`src/rtl/pixel_row_readout.sv`:
```
// pixel_row_readout
//   Consumer end of the pixel array row-read bus. It watches the one-hot row
//   select that the sensor controller drives. It captures each newly selected
//   row's packed word into a small row FIFO. The buffered rows then leave as
//   one pixel per valid/ready transfer, tagged with frame and line markers.
//
// Ports
//   clk        system clock, all state changes on posedge
//   reset      asynchronous, active-high, clears all state
//   read       one-hot row select from the controller (all-zero = idle)
//   row_data   packed row word, column c at [c*PIXEL_BITS +: PIXEL_BITS]
//   out_data   current pixel value
//   out_valid  out_data and markers are valid
//   out_ready  downstream accepts; transfer = out_valid && out_ready
//   out_sof    current pixel is row 0, column 0
//   out_eol    current pixel is the last column of its row
//   out_eof    current pixel is the last column of the last row
//   out_row    row index of the current pixel
//   overflow   sticky, a captured row was dropped because the FIFO was full
//   sel_error  sticky, a non-zero, non-one-hot select was observed
//   busy       FIFO non-empty or serialiser active

module pixel_row_readout #(
  parameter int PIXEL_ARRAY_WIDTH  = 2,
  parameter int PIXEL_ARRAY_HEIGHT = 2,
  parameter int PIXEL_BITS         = 8,
  parameter int ROW_FIFO_DEPTH     = 2,
  localparam int ROW_BITS = (PIXEL_ARRAY_HEIGHT > 1) ? $clog2(PIXEL_ARRAY_HEIGHT) : 1
) (
  input  logic                                  clk,
  input  logic                                  reset,
  input  logic [PIXEL_ARRAY_HEIGHT-1:0]         read,
  input  logic [PIXEL_ARRAY_WIDTH*PIXEL_BITS-1:0] row_data,
  output logic [PIXEL_BITS-1:0]                 out_data,
  output logic                                  out_valid,
  input  logic                                  out_ready,
  output logic                                  out_sof,
  output logic                                  out_eol,
  output logic                                  out_eof,
  output logic [ROW_BITS-1:0]                   out_row,
  output logic                                  overflow,
  output logic                                  sel_error,
  output logic                                  busy
);

  localparam int WORD_BITS = PIXEL_ARRAY_WIDTH * PIXEL_BITS;
  localparam int COL_BITS  = (PIXEL_ARRAY_WIDTH > 1) ? $clog2(PIXEL_ARRAY_WIDTH) : 1;
  localparam int PTR_BITS  = $clog2(ROW_FIFO_DEPTH);
  localparam int CNT_BITS  = PTR_BITS + 1;

  typedef enum logic {
    IDLE  = 1'b0,
    SHIFT = 1'b1
  } state_t;

  // ---------------------------------------------------------------------------
  // Select history and capture detection
  // ---------------------------------------------------------------------------
  logic [PIXEL_ARRAY_HEIGHT-1:0] read_q_reg;
  logic [PIXEL_ARRAY_HEIGHT-1:0] read_q2_reg;
  logic                          read_onehot;
  logic                          read_bad;
  logic                          capture;
  logic [ROW_BITS-1:0]           row_terms [PIXEL_ARRAY_HEIGHT];
  logic [ROW_BITS-1:0]           capture_row;

  always_ff @(posedge clk or posedge reset) begin
    if (reset) begin
      read_q_reg  <= '0;
      read_q2_reg <= '0;
    end else begin
      read_q_reg  <= read;
      read_q2_reg <= read_q_reg;
    end
  end

  // x & (x-1) clears the lowest set bit, so it is zero only for a single set bit.
  assign read_onehot = (read_q_reg != '0) &&
                       ((read_q_reg & (read_q_reg - PIXEL_ARRAY_HEIGHT'(1))) == '0);
  assign read_bad    = (read_q_reg != '0) && !read_onehot;
  // A capture fires only on the first registered cycle of a new select. A row
  // held for many cycles is therefore taken once. A return via zero retriggers.
  assign capture     = read_onehot && (read_q_reg != read_q2_reg);

  // One-hot to binary. OR-ing the per-bit terms is exact because at most one
  // bit is set whenever the result is used.
  for (genvar gi = 0; gi < PIXEL_ARRAY_HEIGHT; gi++) begin : g_row_enc
    assign row_terms[gi] = read_q_reg[gi] ? ROW_BITS'(gi) : '0;
  end

  always_comb begin
    capture_row = '0;
    for (int i = 0; i < PIXEL_ARRAY_HEIGHT; i++) begin
      capture_row = capture_row | row_terms[i];
    end
  end

  // ---------------------------------------------------------------------------
  // Row FIFO
  // ---------------------------------------------------------------------------
  logic [ROW_BITS-1:0]  mem_row  [ROW_FIFO_DEPTH];
  logic [WORD_BITS-1:0] mem_word [ROW_FIFO_DEPTH];
  logic [PTR_BITS-1:0]  rd_ptr_reg;
  logic [PTR_BITS-1:0]  wr_ptr_reg;
  logic [PTR_BITS-1:0]  rd_ptr_next;
  logic [CNT_BITS-1:0]  count_reg;
  logic                 fifo_empty;
  logic                 fifo_full;
  logic                 push;
  logic                 pop;
  logic                 transfer;
  logic                 last_col;
  logic                 overflow_reg;
  logic                 sel_error_reg;

  state_t               state_reg;
  logic [WORD_BITS-1:0] word_reg;
  logic [ROW_BITS-1:0]  row_reg;
  logic [COL_BITS-1:0]  col_reg;

  assign fifo_empty  = (count_reg == '0);
  assign fifo_full   = (count_reg == CNT_BITS'(ROW_FIFO_DEPTH));
  assign rd_ptr_next = rd_ptr_reg + 1'b1;

  assign transfer = (state_reg == SHIFT) && out_ready;
  assign last_col = (col_reg == COL_BITS'(PIXEL_ARRAY_WIDTH - 1));
  // The head entry stays in the FIFO while its row is shifted out. It is
  // released on the transfer of its last column, so the FIFO occupancy counts
  // the row currently on the output.
  assign pop      = transfer && last_col;
  // A full FIFO still takes a new row when the head leaves on the same edge.
  assign push     = capture && (!fifo_full || pop);

  // Storage is written only; no reset needed on the data itself.
  always_ff @(posedge clk) begin
    if (push) begin
      mem_row[wr_ptr_reg]  <= capture_row;
      mem_word[wr_ptr_reg] <= row_data;
    end
  end

  always_ff @(posedge clk or posedge reset) begin
    if (reset) begin
      rd_ptr_reg    <= '0;
      wr_ptr_reg    <= '0;
      count_reg     <= '0;
      overflow_reg  <= 1'b0;
      sel_error_reg <= 1'b0;
    end else begin
      if (push) begin
        wr_ptr_reg <= wr_ptr_reg + 1'b1;
      end
      if (pop) begin
        rd_ptr_reg <= rd_ptr_next;
      end
      case ({push, pop})
        2'b10:   count_reg <= count_reg + 1'b1;
        2'b01:   count_reg <= count_reg - 1'b1;
        default: count_reg <= count_reg;
      endcase
      if (capture && !push) begin
        overflow_reg <= 1'b1;
      end
      if (read_bad) begin
        sel_error_reg <= 1'b1;
      end
    end
  end

  // ---------------------------------------------------------------------------
  // Serialiser
  // ---------------------------------------------------------------------------
  always_ff @(posedge clk or posedge reset) begin
    if (reset) begin
      state_reg <= IDLE;
      word_reg  <= '0;
      row_reg   <= '0;
      col_reg   <= '0;
    end else begin
      case (state_reg)
        IDLE: begin
          if (!fifo_empty) begin
            word_reg  <= mem_word[rd_ptr_reg];
            row_reg   <= mem_row[rd_ptr_reg];
            col_reg   <= '0;
            state_reg <= SHIFT;
          end
        end
        SHIFT: begin
          if (transfer) begin
            if (!last_col) begin
              col_reg <= col_reg + 1'b1;
            end else if (count_reg > CNT_BITS'(1)) begin
              // Another row is already buffered behind the head.
              word_reg <= mem_word[rd_ptr_next];
              row_reg  <= mem_row[rd_ptr_next];
              col_reg  <= '0;
            end else if (push) begin
              // The only follow-on row is arriving on this edge. Bypass the
              // memory to avoid a bubble.
              word_reg <= row_data;
              row_reg  <= capture_row;
              col_reg  <= '0;
            end else begin
              state_reg <= IDLE;
            end
          end
        end
        default: state_reg <= IDLE;
      endcase
    end
  end

  // Pixel view of the loaded row word.
  logic [PIXEL_BITS-1:0] pixels [PIXEL_ARRAY_WIDTH];

  for (genvar gi = 0; gi < PIXEL_ARRAY_WIDTH; gi++) begin : g_pix
    assign pixels[gi] = word_reg[gi*PIXEL_BITS +: PIXEL_BITS];
  end

  // Outputs decode only registered state. They follow an asynchronous reset
  // at once and stay stable while a transfer is stalled. Data and markers are
  // forced low while nothing is being presented.
  assign out_valid = (state_reg == SHIFT);
  assign out_data  = out_valid ? pixels[col_reg] : '0;
  assign out_row   = out_valid ? row_reg : '0;
  assign out_eol   = out_valid && last_col;
  assign out_sof   = out_valid && (row_reg == '0) && (col_reg == '0);
  assign out_eof   = out_valid && last_col &&
                     (row_reg == ROW_BITS'(PIXEL_ARRAY_HEIGHT - 1));
  assign overflow  = overflow_reg;
  assign sel_error = sel_error_reg;
  assign busy      = !fifo_empty || (state_reg == SHIFT);

endmodule

```
`config.mk`:
```
export PLATFORM = sky130hd
export DESIGN_NAME = pixel_row_readout
export DESIGN_NICKNAME = d
export VERILOG_FILES = /design/src/rtl/pixel_row_readout.sv
export SDC_FILE = /design/constraint.sdc
export NUM_CORES = 1
export LEC_CHECK = 0
export CAP_MARGIN = 20
export CORE_ASPECT_RATIO = 1.1
export CORE_UTILIZATION = 60
export DETAILED_ROUTE_END_ITERATION = 6
export HOLD_SLACK_MARGIN = 0.12
export PLACE_DENSITY_LB_ADDON = 0.25
export SYNTH_ARGS = -nofsm -noshare
export SYNTH_HDL_FRONTEND = slang
export SYNTH_SLANG_ARGS = --single-unit
```
`constraint.sdc`:
```
create_clock -name clk -period 5.3 [get_ports clk]
set_input_delay 0.53 -clock clk [delete_from_list [all_inputs] [get_ports clk]]
set_output_delay 0.53 -clock clk [all_outputs]
set_load 0.01 [all_outputs]
```
==> results of run 1 <==
==> metrics by stage <==
stage	hold slack, ns	cells	area [um^2]	worst slack, ns
after global placement	0.435	388	3680	2.58
after global routing	0.472	404	3880	2.22
final	0.452	404	3880	2.37
after floorplan	0.428	297	3290	2.86
after detailed placement	0.441	388	3680	2.53
after CTS	0.457	404	3880	2.37
==> Yosys cell counts, drive strengths merged, types with 2 or more instances <==
master  count
a211oi      3
dfrtp      29
and2        3
ha          4
and3        2
nand2b      2
xnor2       4
o221ai     18
nor2b      10
a31oi      17
clkbuf     11
buf        10
nand2       3
mux2i      25
inv        38
o21ai      17
a21oi       4
and4bb     14
nor2       35
nor4bb      3
edfxtp     34
==> cell type report <==
| type | count | area [um^2] |
|---|---|---|
| sequential | 63 | 1750 |
| inverter | 38 | 143 |
| clock buffer | 12 | 155 |
| tap | 72 | 90.1 |
| timing repair buffer | 40 | 390 |
| multi-input combinational | 175 | 1310 |
| fill | 349 | 1260 |
| clock inverter | 4 | 43.8 |
==> report_power, final <==
part	switching, uW	internal (uW)	total (uW)
sequential	200	680	880
clock	180	240	420
combinational	525	535	1060
==> how the worst max path moves through the flow <==
stage	cells past startpoint	to	from	slack, ns
global route	3	out_sof	out_valid$_DFF_PP0_	2.22
finish	3	out_sof	out_valid$_DFF_PP0_	2.37
CTS	3	out_sof	out_valid$_DFF_PP0_	2.37
floorplan	5	mem_row[0]$_DFFE_PP_	read_q_reg[1]$_DFF_PP0_	2.86
global placement	4	mem_word[1][9]$_DFFE_PP_	out_ready	2.58
detailed placement	4	mem_word[1][6]$_DFFE_PP_	out_ready	2.53
==> critical path, cell delays in order (launching register included) <==
cell             delay [ns]
dfrtp_2                0.78
buf_4                  0.46
nor3b_1                0.23
clkdlybuf4s50_1        0.57
==> cells by family (layout without fill, tap and decap cells) <==
| group | after synthesis | count (layout) | synth area share, % |
|---|---|---|---|
| xor gates and xnor gates | 5 | 5 | 1.79 |
| DFF | 63 | 63 | 53.0 |
| and+or+nand+nor | 76 | 76 | 14.9 |
| buffers and inverters | 59 | 94 | 7.29 |
| adders and majority gates | 4 | 4 | 1.52 |
| muxes | 25 | 25 | 7.60 |
| AOI/OAI and AO/OA | 65 | 65 | 13.9 |
==> metal layers <==
metal | share of wire, % | up-vias | track usage (%) | wire length [um]
met4 | 1.7 | 0 | 12.2 | 116
li1 | - | 1130 | - | -
met5 | 0 | - | 0 | 0
met2 | 51 | 86 | 44.6 | 3450
met3 | 6.0 | 13 | 6.57 | 404
met1 | 41 | 1153 | 32.3 | 2810
==> run metrics, run 1 <==
Worst Hold End=read_q2_reg[0]$_DFF_PP0_; synthesis-to-finish area growth=17.7%; GRT Resource Usage Total=26.6%; HPWL after DPL=4.20 mm; Hold Violations, Final=0; PD cells=609 nW/um^2; CTS max path bufs=2; post-route ant nets=0; critical path endpoint category=output port; cell taking the most area after synthesis=edfxtp_1; Worst Path Required=4.77 ns; Hold WC Path Type=flip-flop to flip-flop; TritonCTS clock tree=built; number of global-route vias before repair=2,342; status=completed; first-pass GRT wire length=11.2 mm; Mapped Area=3290 um^2; port buffer count=36; Post-Route Utilization=75.5%; gr ovfl total=0; worst skew pair latency=0.34 ns; worst r2r src=count_reg[1]$_DFFE_PP0P_; initial core utilization=64.1%; commonest non-fill, non-tap cell in the layout=inv_1; nets@finish=352; critical path class=flip-flop to output port; hold path cells=0; Setup Skew=0.00666 ns; Max Slew Vio Count=0; Setup Fix Bufs, Post-CTS=0; DRC=0; Power Total=2360 uW; routed wire length=6.78 mm; share of layout cells above drive strength 1=12.3%; largest fanout on the critical path=45; static leakage=0.00163 uW; post-CTS resize count=0; WP data arrival=2.40 ns; Top Ports=37; register area share after synthesis=53.0%; reg2reg setup slack=2.56 ns; die height=79.7 um; Setup TNS Final=0 ns; max reg flops=32; H-tree levels=3; Seq cells post-synth=63; Crit Reg-Reg Endpoint=row_reg$_DFFE_PP0P_; CTS Sinks=63; synth warn=0; HP Start=read_q_reg[0]$_DFF_PP0_; EDFF count, synth=34; Slew Limit Headroom=29.8%; syn_area_per_cell=11.1 um^2; Die ar.=5790 um^2; Initial DRT Pass Iterations=4; CTS Hold Bufs=0; site row count=27; total core area=5130 um^2; largest net degree at the start of global routing=46; fmax=341 MHz; Mapped Cells=297; fin crit period=2.93 ns; initial antenna violation count=0; Worst setup SP type=flip-flop; die width=72.6 um; drt first-iter violations=213; vias=2,382; Final setup viols=0; Peak VDD IR=0.381 mV; routability cong.=0.836; Post-Synthesis Net Count=322; Period Utilization, post-route=55.3%; synth top area cells=edfxtp_1 (31%), dfrtp_1 (22%), mux2i_1 (7.6%); Root Driver=clkbuf_8; Synth top area share=31.0%; cts bufs inserted=9; ys async rst share=46.0%; commonest cells after routing, fill and taps aside=inv_1 (38), clkdlybuf4s50_1 (36), nor2_1 (34), edfxtp_1 (34), dfrtp_1 (28); worst reg-to-reg path cell count=6; Synth cell types=37; RSZ-0062 raised after global routing=no; Synth Flop Type=edfxtp_1; clock slew at reported path FFs=0.06 ns; Diodes inserted=0; WL/cell=16.8 um; slew at the pin closest to its max-slew limit=1.05 ns; Vias/cell=5.90; maxcap violations=0
Power figures use the tool's default switching activity.
==> run 2: changes to the inputs <==
--- a/config.mk
+++ b/config.mk
@@ -7,7 +7,7 @@
 export LEC_CHECK = 0
 export CAP_MARGIN = 20
 export CORE_ASPECT_RATIO = 1.1
-export CORE_UTILIZATION = 60
+export CORE_UTILIZATION = 51
 export DETAILED_ROUTE_END_ITERATION = 6
 export HOLD_SLACK_MARGIN = 0.12
 export PLACE_DENSITY_LB_ADDON = 0.25
==> constraint.sdc (replaced) <==
create_clock -name clk -period 2.55 [get_ports clk]
set_input_delay 0.255 -clock clk [delete_from_list [all_inputs] [get_ports clk]]
set_output_delay 0.255 -clock clk [all_outputs]
set_load 0.01 [all_outputs]
==> run 2 against run 1 <==
- combinational power up 140%
- register-to-register slack worse by 2.1 ns
- sequential share of layout area down 0.69 points
- cell count up 4.2%
- via count is 0.71% lower
- sequential cell count did not move
- clock skew about the same
- utilization decreased by 12 points
- power increased by 110%
- routed wire length is 0.71% higher
- cell area grew 1.5%
- critical endpoint unchanged
- largest cell class unchanged
==> run metrics, run 2 (same netlist as run 1, synthesis figures left out) <==
status=completed; WL/cell=16.2 um (-3.4%); Vias/cell=5.62 (-4.7%); commonest non-fill, non-tap cell in the layout=inv_1; worst reg-to-reg path cell count=6 (unchanged); max reg flops=32 (unchanged); Crit Reg-Reg Endpoint=mem_word[0][4]$_DFFE_PP_; DP Area=3750 um^2 (+2.1%); port buffer count=36 (unchanged); Peak VDD IR=0.633 mV (+66%); WP depth=3 (unchanged); GRT Resource Usage Total=22.5% (-4.1 points); Worst setup SP type=flip-flop; Top Ports=37 (unchanged); Slew Limit Headroom=49.2% (+19 points); initial core utilization=53.2% (-11 points); nets@finish=361 (+2.6%); CTS Hold Bufs=0 (unchanged); HPWL after DPL=4.54 mm (+8.2%); Hold WC Path Type=input pin to asynchronous set/reset pin; Max Slew Vio Count=0 (unchanged); largest net degree at the start of global routing=57 (+24%); Crit path buffers/inverters=2 (unchanged); DRC=0 (unchanged); placed insts=405 (+4.4%); static leakage=0.00166 uW (+1.8%); Hold Violations, Final=0 (unchanged); routability cong.=0.850 (+1.6%); Period Utilization, post-route=86.6%; worst skew pair latency=0.34 ns (about the same); Non-Filler Instances=421 (+4.2%); total core area=6190 um^2 (+21%); Setup Fix Bufs, Post-CTS=0 (unchanged); commonest cells after routing, fill and taps aside=inv_1 (38), clkdlybuf4s50_1 (36), nor2_1 (34), edfxtp_1 (34), dfrtp_1 (28); GR Util met2=35.1% (-9.5 points); TritonCTS clock tree=built; die width=78.6 um (+8.2%); M3 GR Usage=4.53% (-2.0 points); Root Driver=clkbuf_8; H-tree levels=3 (unchanged); reg2reg setup slack=0.45 ns (-2.11 ns); crit-path leading delay family=buffers and inverters; post-route ant nets=0 (unchanged); share of layout cells above drive strength 1=14.1% (+1.7 points); vias=2,365 (-0.71%); die height=86.3 um (+8.3%); clock slew at reported path FFs=0.07 ns (about the same); routed wire length=6.82 mm (+0.71%); Final setup viols=0 (unchanged); largest fanout on the critical path=56 (+24%); initial antenna violation count=0 (unchanged); CTS max path bufs=2 (unchanged); RSZ-0062 raised after global routing=no; fmax=453 MHz; gr ovfl total=0 (unchanged); Die ar.=6780 um^2 (+17%); WP data arrival=1.95 ns (-0.45 ns); Diodes inserted=0 (unchanged); maxcap violations=0 (unchanged); number of global-route vias before repair=2,250 (-3.9%); cts bufs inserted=9 (unchanged); Final Cell Area=3940 um^2 (+1.5%); CP max stage cell=clkdlybuf4s50_1; fin crit period=2.21 ns; synthesis-to-finish area growth=19.5%; Setup TNS Final=0 ns (unchanged); site row count=30 (+11%); GRT Max-Usage Layer=met2; worst r2r src=read_q_reg[1]$_DFF_PP0_; M1 GR Usage=30.3% (-2.0 points); CTS Sinks=63 (unchanged); Setup Skew=0.00674 ns (+0.0000816 ns); critical path endpoint category=output port; post-CTS resize count=0 (unchanged); drt first-iter violations=156 (-27%); first-pass GRT wire length=11.3 mm (+0.30%); slowest cell delay on critical path=0.56 ns (-0.22 ns); Post-Route Utilization=63.6% (-12 points); Initial DRT Pass Iterations=4 (unchanged); slew at the pin closest to its max-slew limit=0.762 ns (-0.291 ns); Worst Path Required=2.30 ns (-2.47 ns); crit path cell chain=buf_4 > nor3b_1 > clkdlybuf4s50_1; PD cells=1270 nW/um^2 (+110%); critical path class=flip-flop to output port; worst setup path startpoint=out_valid$_DFF_PP0_
## run 2: cell types whose count changed in the layout (fill, tap and decap cells not counted), sizes merged
cell and delta:
clkinvlp +1, buf +9, clkinv -1
## run 2: where the power goes
group / total [uW] / leakage [uW] / switching [uW] / internal (uW)
Clock: 813 / 0.0000880 / 366 / 447
Sequential: 1600 / 0.000640 / 187 / 1420
Combinational: 2570 / 0.000928 / 1370 / 1200
Total: 4980 / 0.00166 / 1920 / 3070
## run 2: how the worst max path moves through the flow
stage / endpoint / slack, ns
2_1_floorplan: mem_row[0]$_DFFE_PP_ / 0.11
3_3_place_gp: mem_word[0][1]$_DFFE_PP_ / 0.52
3_5_place_dp: mem_word[0][1]$_DFFE_PP_ / 0.47
4_1_cts: out_sof / 0.32
5_1_grt: out_sof / 0.24
6_report: out_sof / 0.34
## run 2: worst reg2reg max path, cell delays in order (launching register included)
cell and delay (ns):
dfrtp_1 0.46, ha_1 0.31, inv_1 0.10, a21o_2 0.24
a21oi_1 0.22, nor2b_1 0.17, buf_4 0.28
## run 2: area by class of cell
cell class                      instances  area (um^2)
Timing Repair Buffer                   49          458
Clock inverter                          4         46.3
Clock buffer                           12          135
Inverter                               38          143
Multi-Input combinational cell        175         1310
Tap cell                               80          100
Sequential cell                        63         1750
Fill cell                             492         2260
## run 2: metal layers
metal,routed length (um),up-vias
li1,-,1147
met1,3140,1141
met2,3220,60
met3,277,17
met4,186,0
met5,0,-
## run 2: through the flow
| stage | worst slack (ns) | hold slack (ns) | power [uW] |
|---|---|---|---|
| finish | 0.341 | 0.347 | 4980 |
| global route | 0.245 | 0.362 | 5330 |
| CTS | 0.324 | 0.362 | 5000 |
| detailed placement | 0.467 | 0.444 | 4190 |
| global placement | 0.517 | 0.443 | 4120 |
| floorplan | 0.109 | 0.286 | 3310 |
